File: src/rtl/decode_issue.sv
// Bundle decoder with dependency-aware issue grouping. Optional macro
// DECODE_ISSUE_SPLIT_EN enables intra-bundle dependency splitting and o_split_cnt.
module decode_issue #(
  parameter int LANES = 2,
  parameter int CNT_W = 16,
  localparam int DEC_W = 55
) (
  input  logic                   i_clk,
  input  logic                   i_rst_n,
  input  logic                   i_flush,
  input  logic                   i_valid,
  output logic                   o_ready,
  input  logic [LANES*32-1:0]    i_insts,
  output logic                   o_valid,
  input  logic                   i_ready,
  output logic [LANES*DEC_W-1:0] o_decode,
  output logic [LANES-1:0]       o_lane_valid,
  output logic [LANES-1:0]       o_illegal,
  output logic [CNT_W-1:0]       o_split_cnt
);

  // Per-lane decode word, LSB first: alu_op[2:0], alu_src, reg_write, mem_to_reg,
  // mem_read, mem_write, dst[4:0], src0[4:0], src1[4:0], imm[31:0].
  localparam int F_RW  = 4;
  localparam int F_DST = 8;
  localparam int F_S0  = 13;
  localparam int F_S1  = 18;

  typedef enum logic {RUN, SPLIT} state_t;

  state_t                       state_q, state_d;
  logic                         valid_q, valid_d;
  logic [LANES-1:0][DEC_W-1:0]  bundle_q, bundle_d, new_dec;
  logic [LANES-1:0]             ill_q, ill_d, new_ill;
  logic [LANES-1:0]             lane_valid_q, lane_valid_d;
  logic [LANES-1:0]             pending_q, pending_d;
  logic [LANES-1:0]             grp_pend, grp_mask;
  logic                         accept, consume;

  function automatic logic [DEC_W:0] decode_inst(input logic [31:0] inst);
    logic [2:0]  alu_op;
    logic        alu_src, rw, m2r, mr, mw, ill;
    logic [4:0]  dst, s0, s1;
    logic [31:0] imm;
    alu_op = 3'b000;
    alu_src = 1'b0;
    rw = 1'b0;
    m2r = 1'b0;
    mr = 1'b0;
    mw = 1'b0;
    ill = 1'b0;
    dst = inst[11:7];
    s0 = inst[19:15];
    s1 = 5'd0;
    imm = 32'd0;
    case (inst[6:0])
      7'b0110011: begin
        s1 = inst[24:20];
        rw = 1'b1;
        m2r = 1'b1;
        case ({inst[31:25], inst[14:12]})
          10'b0000000_000: alu_op = 3'b001;
          10'b0100000_000: alu_op = 3'b010;
          10'b0000000_100: alu_op = 3'b011;
          10'b0100000_101: alu_op = 3'b101;
          default:         ill = 1'b1;
        endcase
      end
      7'b0010011: begin
        alu_src = 1'b1;
        rw = 1'b1;
        m2r = 1'b1;
        imm = {{20{inst[31]}}, inst[31:20]};
        case (inst[14:12])
          3'b000:  alu_op = 3'b001;
          3'b111:  alu_op = 3'b100;
          default: ill = 1'b1;
        endcase
      end
      7'b0000011: begin
        alu_op = 3'b001;
        alu_src = 1'b1;
        rw = 1'b1;
        mr = 1'b1;
        imm = {{20{inst[31]}}, inst[31:20]};
        ill = (inst[14:12] != 3'b010);
      end
      7'b0100011: begin
        alu_op = 3'b001;
        alu_src = 1'b1;
        mw = 1'b1;
        dst = 5'd0;
        s1 = inst[24:20];
        imm = {{20{inst[31]}}, inst[31:25], inst[11:7]};
        ill = (inst[14:12] != 3'b010);
      end
      default: ill = 1'b1;
    endcase
    if (ill) begin
      decode_inst = '0;
      decode_inst[DEC_W] = 1'b1;
    end else begin
      decode_inst = {1'b0, imm, s1, s0, dst, mw, mr, m2r, rw, alu_src, alu_op};
    end
  endfunction

  always_comb begin
    for (int l = 0; l < LANES; l++) begin
      {new_ill[l], new_dec[l]} = decode_inst(i_insts[l*32 +: 32]);
    end
  end

  assign o_ready = (state_q == RUN) & ~i_flush & (~valid_q | i_ready);
  assign accept  = i_valid & o_ready;
  assign consume = valid_q & i_ready;

  // In RUN the group is formed from the incoming bundle; in SPLIT from what remains.
  assign grp_pend = (state_q == SPLIT) ? pending_q : '1;

`ifdef DECODE_ISSUE_SPLIT_EN
  logic [LANES-1:0][DEC_W-1:0] grp_dec;
  logic [CNT_W-1:0]            cnt_q, cnt_d;

  assign grp_dec = (state_q == SPLIT) ? bundle_q : new_dec;

  always_comb begin
    logic stop, dep;
    grp_mask = '0;
    stop = 1'b0;
    for (int k = 0; k < LANES; k++) begin
      dep = 1'b0;
      for (int j = 0; j < k; j++) begin
        if (grp_mask[j] && grp_dec[j][F_RW] && (grp_dec[j][F_DST +: 5] != 5'd0) &&
            ((grp_dec[j][F_DST +: 5] == grp_dec[k][F_S0 +: 5]) ||
             (grp_dec[j][F_DST +: 5] == grp_dec[k][F_S1 +: 5])))
          dep = 1'b1;
      end
      if (grp_pend[k] && !stop) begin
        if (dep) stop = 1'b1;
        else     grp_mask[k] = 1'b1;
      end
    end
  end

  always_ff @(posedge i_clk or negedge i_rst_n) begin
    if (!i_rst_n) cnt_q <= '0;
    else          cnt_q <= cnt_d;
  end

  assign o_split_cnt = cnt_q;
`else
  assign grp_mask    = grp_pend;
  assign o_split_cnt = '0;
`endif

  always_comb begin
    state_d      = state_q;
    valid_d      = valid_q;
    bundle_d     = bundle_q;
    ill_d        = ill_q;
    lane_valid_d = lane_valid_q;
    pending_d    = pending_q;
`ifdef DECODE_ISSUE_SPLIT_EN
    cnt_d        = cnt_q;
`endif
    if (i_flush) begin
      state_d      = RUN;
      valid_d      = 1'b0;
      lane_valid_d = '0;
      pending_d    = '0;
    end else begin
      case (state_q)
        RUN: begin
          if (accept) begin
            bundle_d     = new_dec;
            ill_d        = new_ill;
            valid_d      = 1'b1;
            lane_valid_d = grp_mask;
            pending_d    = ~grp_mask;
            if (grp_mask != '1) begin
              state_d = SPLIT;
`ifdef DECODE_ISSUE_SPLIT_EN
              if (cnt_q != '1) cnt_d = cnt_q + 1'b1;
`endif
            end
          end else if (consume) begin
            valid_d      = 1'b0;
            lane_valid_d = '0;
          end
        end
        SPLIT: begin
          if (consume) begin
            lane_valid_d = grp_mask;
            pending_d    = pending_q & ~grp_mask;
            if ((pending_q & ~grp_mask) == '0) state_d = RUN;
          end
        end
        default: state_d = RUN;
      endcase
    end
  end

  always_ff @(posedge i_clk or negedge i_rst_n) begin
    if (!i_rst_n) begin
      state_q      <= RUN;
      valid_q      <= 1'b0;
      bundle_q     <= '0;
      ill_q        <= '0;
      lane_valid_q <= '0;
      pending_q    <= '0;
    end else begin
      state_q      <= state_d;
      valid_q      <= valid_d;
      bundle_q     <= bundle_d;
      ill_q        <= ill_d;
      lane_valid_q <= lane_valid_d;
      pending_q    <= pending_d;
    end
  end

  // Lanes not issued in the current group present an all-zero decode.
  always_comb begin
    for (int l = 0; l < LANES; l++) begin
      o_decode[l*DEC_W +: DEC_W] = lane_valid_q[l] ? bundle_q[l] : '0;
    end
  end

  assign o_valid      = valid_q;
  assign o_lane_valid = lane_valid_q;
  assign o_illegal    = ill_q & lane_valid_q;

endmodule

File: config.mk
export PLATFORM = sky130hd
export DESIGN_NAME = decode_issue
export DESIGN_NICKNAME = d
export VERILOG_FILES = /design/src/rtl/decode_issue.sv
export SDC_FILE = /design/constraint.sdc
export NUM_CORES = 1
export LEC_CHECK = 0
export ABC_AREA = 1
export ABC_CLOCK_PERIOD_IN_PS = 4700
export CORE_MARGIN = 5
export CORE_UTILIZATION = 48
export CTS_CLUSTER_DIAMETER = 80
export DETAILED_ROUTE_END_ITERATION = 8
export PLACE_DENSITY = 0.91
export SLEW_MARGIN = 20
export SYNTH_ARGS = -nofsm -noshare
export SYNTH_HDL_FRONTEND = slang
export SYNTH_SLANG_ARGS = --single-unit
File: constraint.sdc
create_clock -name i_clk -period 4.7 [get_ports i_clk]
set_input_delay 0.94 -clock i_clk [delete_from_list [all_inputs] [get_ports i_clk]]
set_output_delay 0.94 -clock i_clk [all_outputs]
set_load 0.01 [all_outputs]
# == Yosys cells after proc, flatten, opt, wreduce, memory -nomap -nowiden ==
# Cells that the tools add are included.
# totals
inputBits,69
word_cells,119
regBits,118
# classes
eq_ne,23
muxes,52
bitwise,11
reduce_logical,26
# op_table
op,n
case mux 32 bit (2 select lines),2
2-to-1 mux 56 bit,2
2-to-1 mux 55 bit,2
== test 10 x 9 -> 1 bit (second input constant),4
== test 7 x 6 -> 1 bit (second input constant),4
case mux 3 bit (4 select lines),2
2-to-1 mux 1 bit,23
== test 10 x 3 -> 1 bit (second input constant),2
zero test 10 bit,2
2-to-1 mux 5 bit,4
OR reduction 2 bit,10
case mux 3 bit (3 select lines),2
2-to-1 mux 2 bit,8
== test 7 x 2 -> 1 bit (second input constant),2
== test 7 x 5 -> 1 bit (second input constant),2
case mux 3 bit (2 select lines),2
OR reduction 3 bit,4
!= test 3 x 2 -> 1 bit (second input constant),3
case mux 2 bit (2 select lines),2
OR reduction 4 bit,2
== test 3 bit (second input constant),2
zero test 3 bit,2
case mux 1 bit (3 select lines),2
AND reduction 2 bit,3
12 further kinds,19

# == Longest topological paths before layout ==
# logic_depth
depth_word,8
mapped_depth,11

# == Worst setup path before layout ==
# OpenSTA, ideal clock, no wires.
# synth_timing
path_kind,register to output
from,reg lane_valid_q[1] (netlist: o_lane_valid[1])
to,out o_decode[100]
stages_incl_launch_ff,6
setup_slack_ps,2171
required_time_ps,3760
n_path_buf,3
t_arrival_ps,1589
path_cell_list,dfrtp_1 clkbuf_1 clkbuf_1 nand2_1 inv_1 buf_4
# synth_between
elab_chain_cells,1
# synth_lines
item,line_no,text
"start, declared",35,"logic [LANES-1:0] lane_valid_q, lane_valid_d;"
"start signal, assigned",216,lane_valid_q <= lane_valid_d;
2-to-1 mux 55 bit,224,o_decode[l*DEC_W +: DEC_W] = lane_valid_q[l] ? bundle_q[l] : '0;
"end, declared",16,"output logic [LANES*DEC_W-1:0] o_decode,"
# Every way passes these cells.

# == Final worst setup path ==
# layout_timing
from,in i_flush
to,out o_ready
# layout_between
elab_chain_cells,3
# layout_lines
item,line_no,text
"start, declared",10,"input logic i_flush,"
inverter 1 bit (no line),--,
AND 1 bit (2 in a row),113,assign o_ready = (state_q == RUN) & ~i_flush & (~valid_q | i_ready);
"end, declared",12,"output logic o_ready,"
# Every way passes these cells.

==> impl_metrics.toml <==
[outcome]
status = "finished clean"

[critical_path]
worstPathRequired_ns = 3.76
start_kind = "input port"
r2r-end = "bundle_q[53]$_DFFE_PN0P_"
worstSetupPathType = "in -> out"
reg2reg_from = "o_valid$_DFFE_PN0P_"
reg2reg_depth = 8
reg2reg_slack_ns = 2.61
worst-path-max-fanout = 3
cp-end-kind = "output port"
arrival_ns = 2.27

[job]
drv_cap = 0

[floorplanning]
die_w_um = 113
pin_count = 201
fp.dieArea_um2 = 12700
start_util_pct = 49.2
core_um2 = 10300
die_y_um = 113
row_count = 37

[synthesis]
ys.flop_type = "dfrtp_1"
async_flop_share_pct = 100
synth_area_per_cell_um2 = 6.80
seq_area_frac_synth_pct = 38.5
netlist_area_um2 = 5080
synth_top_cell_by_area = "dfrtp_1"
ys_ff_latch = 78
netlist.area_leader.share_pct = 38.5
yosys-top-cells-area = "dfrtp_1 38%, nand2_1 19%, inv_1 9.8%"
syn_inst = 746
synth_edf_count = 0
synth_most_common_cell = "nand2_1"
synth_cell_types = 33
yosysWarningCount = 0
synth_common_cells = "262 x nand2_1, 132 x inv_1, 78 x dfrtp_1"

[timing]
slew_viol_final = 0
fmax_mhz = 311
fin_crit_ns = 3.21
fin_ws_ns = 1.49
skew_ns = 0.0137
fin_tns_setup_ns = 0
tightestPinTransition_ns = 0.992
slew_headroom_pct = 33.8
hold_violations = 0
rsz0062_at_grt = "no"
setup_viol = 0
fin_crit_sh_pct = 68.3

[route]
vias = 4778
antenna_left = 0
drc = 0
routed_wl_um = 13900
drt_iter0_drc = 347
vias_per_cell = 4.68
wire_per_inst_um = 13.6
drt_pass1_iterations = 5

[place]
port_buffers = 184
dp_hpwl_um = 10400
placed_cell_area_um2 = 6610
place_ws_ns = 1.49
gp_congestion = 0.908

[finish]
final_nets = 949
synthToLayoutAreaGrowth_pct = 34.0
num_antenna_cells = 0
fin_area_um2 = 6800
final_layout_size_suffix_gt1_share_pct = 6.10

[cts]
insertion_delay_ns = 0.34
cts_buffers = 9
cts_root_buf = "clkbuf_8"
path_clk_slew_ns = 0.09
clk_path_buf_depth = 2
cts_resized = 0
post_cts_buffers = 0
hold_buffers = 0
h-tree-depth = 3
cts_tree = "yes"
clock_sinks = 78

[global_route]
gr-total-overflow = 0
grt_usage_pct = 21.3
grt_max_degree = 79
grt_pass1_wl_um = 22400
grt_pass1_vias = 4522
antenna_found_initial = 0

[power_and_ir_drop]
p_leak_uw = 0.00385
ir_drop_mv = 0.170
powerDensity_nw_per_um2 = 204

[worst_hold_path]
worstHoldStart = "bundle_q[70]$_DFFE_PN0P_"
hold_path_class = "reg -> reg"
min_to = "bundle_q[70]$_DFFE_PN0P_"
whs_path_depth = 2
placed cells by master (no fill, tap or decap), drive strengths merged, types with 3 or more instances in the layout:
cell type      instances
nand2                270
clkdlybuf4s50        183
inv                  142
dfrtp                 78
nor2                  64
nand3                 44
nand4                 21
conb                  16
o21ai                 15
o21bai                12
clkbuf                10
nor3                   6
a22o                   5
buf                    4
clkinvlp               3
state kept, by name, summed over array words and instances (netlist names):
register / flops
bundle_q: 70
ill_q: 2
o_lane_valid: 2
o_valid: 1
pending_q: 2
state_q: 1
power by group:
| group | leakage, uW | internal [uW] | total (uW) | switching [uW] |
|---|---|---|---|---|
| clock | 0.0000895 | 250 | 510 | 261 |
| sequential | 0.00108 | 676 | 687 | 10.4 |
| combinational | 0.00268 | 79.4 | 188 | 109 |
critical path, cell delays in order:
cell and delay, ns:
clkdlybuf4s50_1 0.49, nor3_4 0.27, clkdlybuf4s50_1 0.57
layout make-up:
cell class / count / area (um2)
multi-input cells: 463 / 2090
repair buffers: 187 / 1860
well taps: 136 / 170
flip-flops and latches: 78 / 1950
clock buffers: 10 / 128
fillers: 880 / 3520
inverters: 141 / 532
clock inverters: 6 / 70.1
stage by stage:
| step | hold slack, ns | std cells | util [%] | total power (uW) |
|---|---|---|---|---|
| final | 0.485 | 1021 | 65.9 | 1390 |
| after floorplan | 0.449 | 761 | - | 788 |
| after global placement | 0.462 | 1005 | 64.0 | 884 |
| after detailed placement | 0.466 | 1005 | 64.0 | 888 |
| after global routing | 0.508 | 1021 | 65.9 | 1450 |
| after CTS | 0.489 | 1021 | 65.9 | 1400 |
routing by layer:
metal  up-vias  routed length (um)  track usage, %
li1       2442                   -               -
met4         0                 195            5.93
met5         -                   0               0
met1      2141                5940            28.5
met3        15                 980            3.85
met2       180                6780            35.3
logic make-up after synthesis:
group,after synthesis,share of synthesized area [%]
other,1,0.0739
buffers and inverters,220,21.5
DFF,78,38.5
and+or+nand+nor,406,34.7
AOI/OAI and AO/OA,41,5.30
worst max path at each step:
stage	from	endpoint	cells past startpoint
final	i_flush	o_ready	3
after global routing	o_lane_valid[1]$_DFFE_PN0P_	o_decode[108]	3
after CTS	i_ready	o_ready	4
after detailed placement	i_ready	o_ready	4
after global placement	i_flush	o_ready	3
after floorplan	o_lane_valid[1]$_DFFE_PN0P_	o_decode[100]	5
Power figures use the tool's default switching activity.
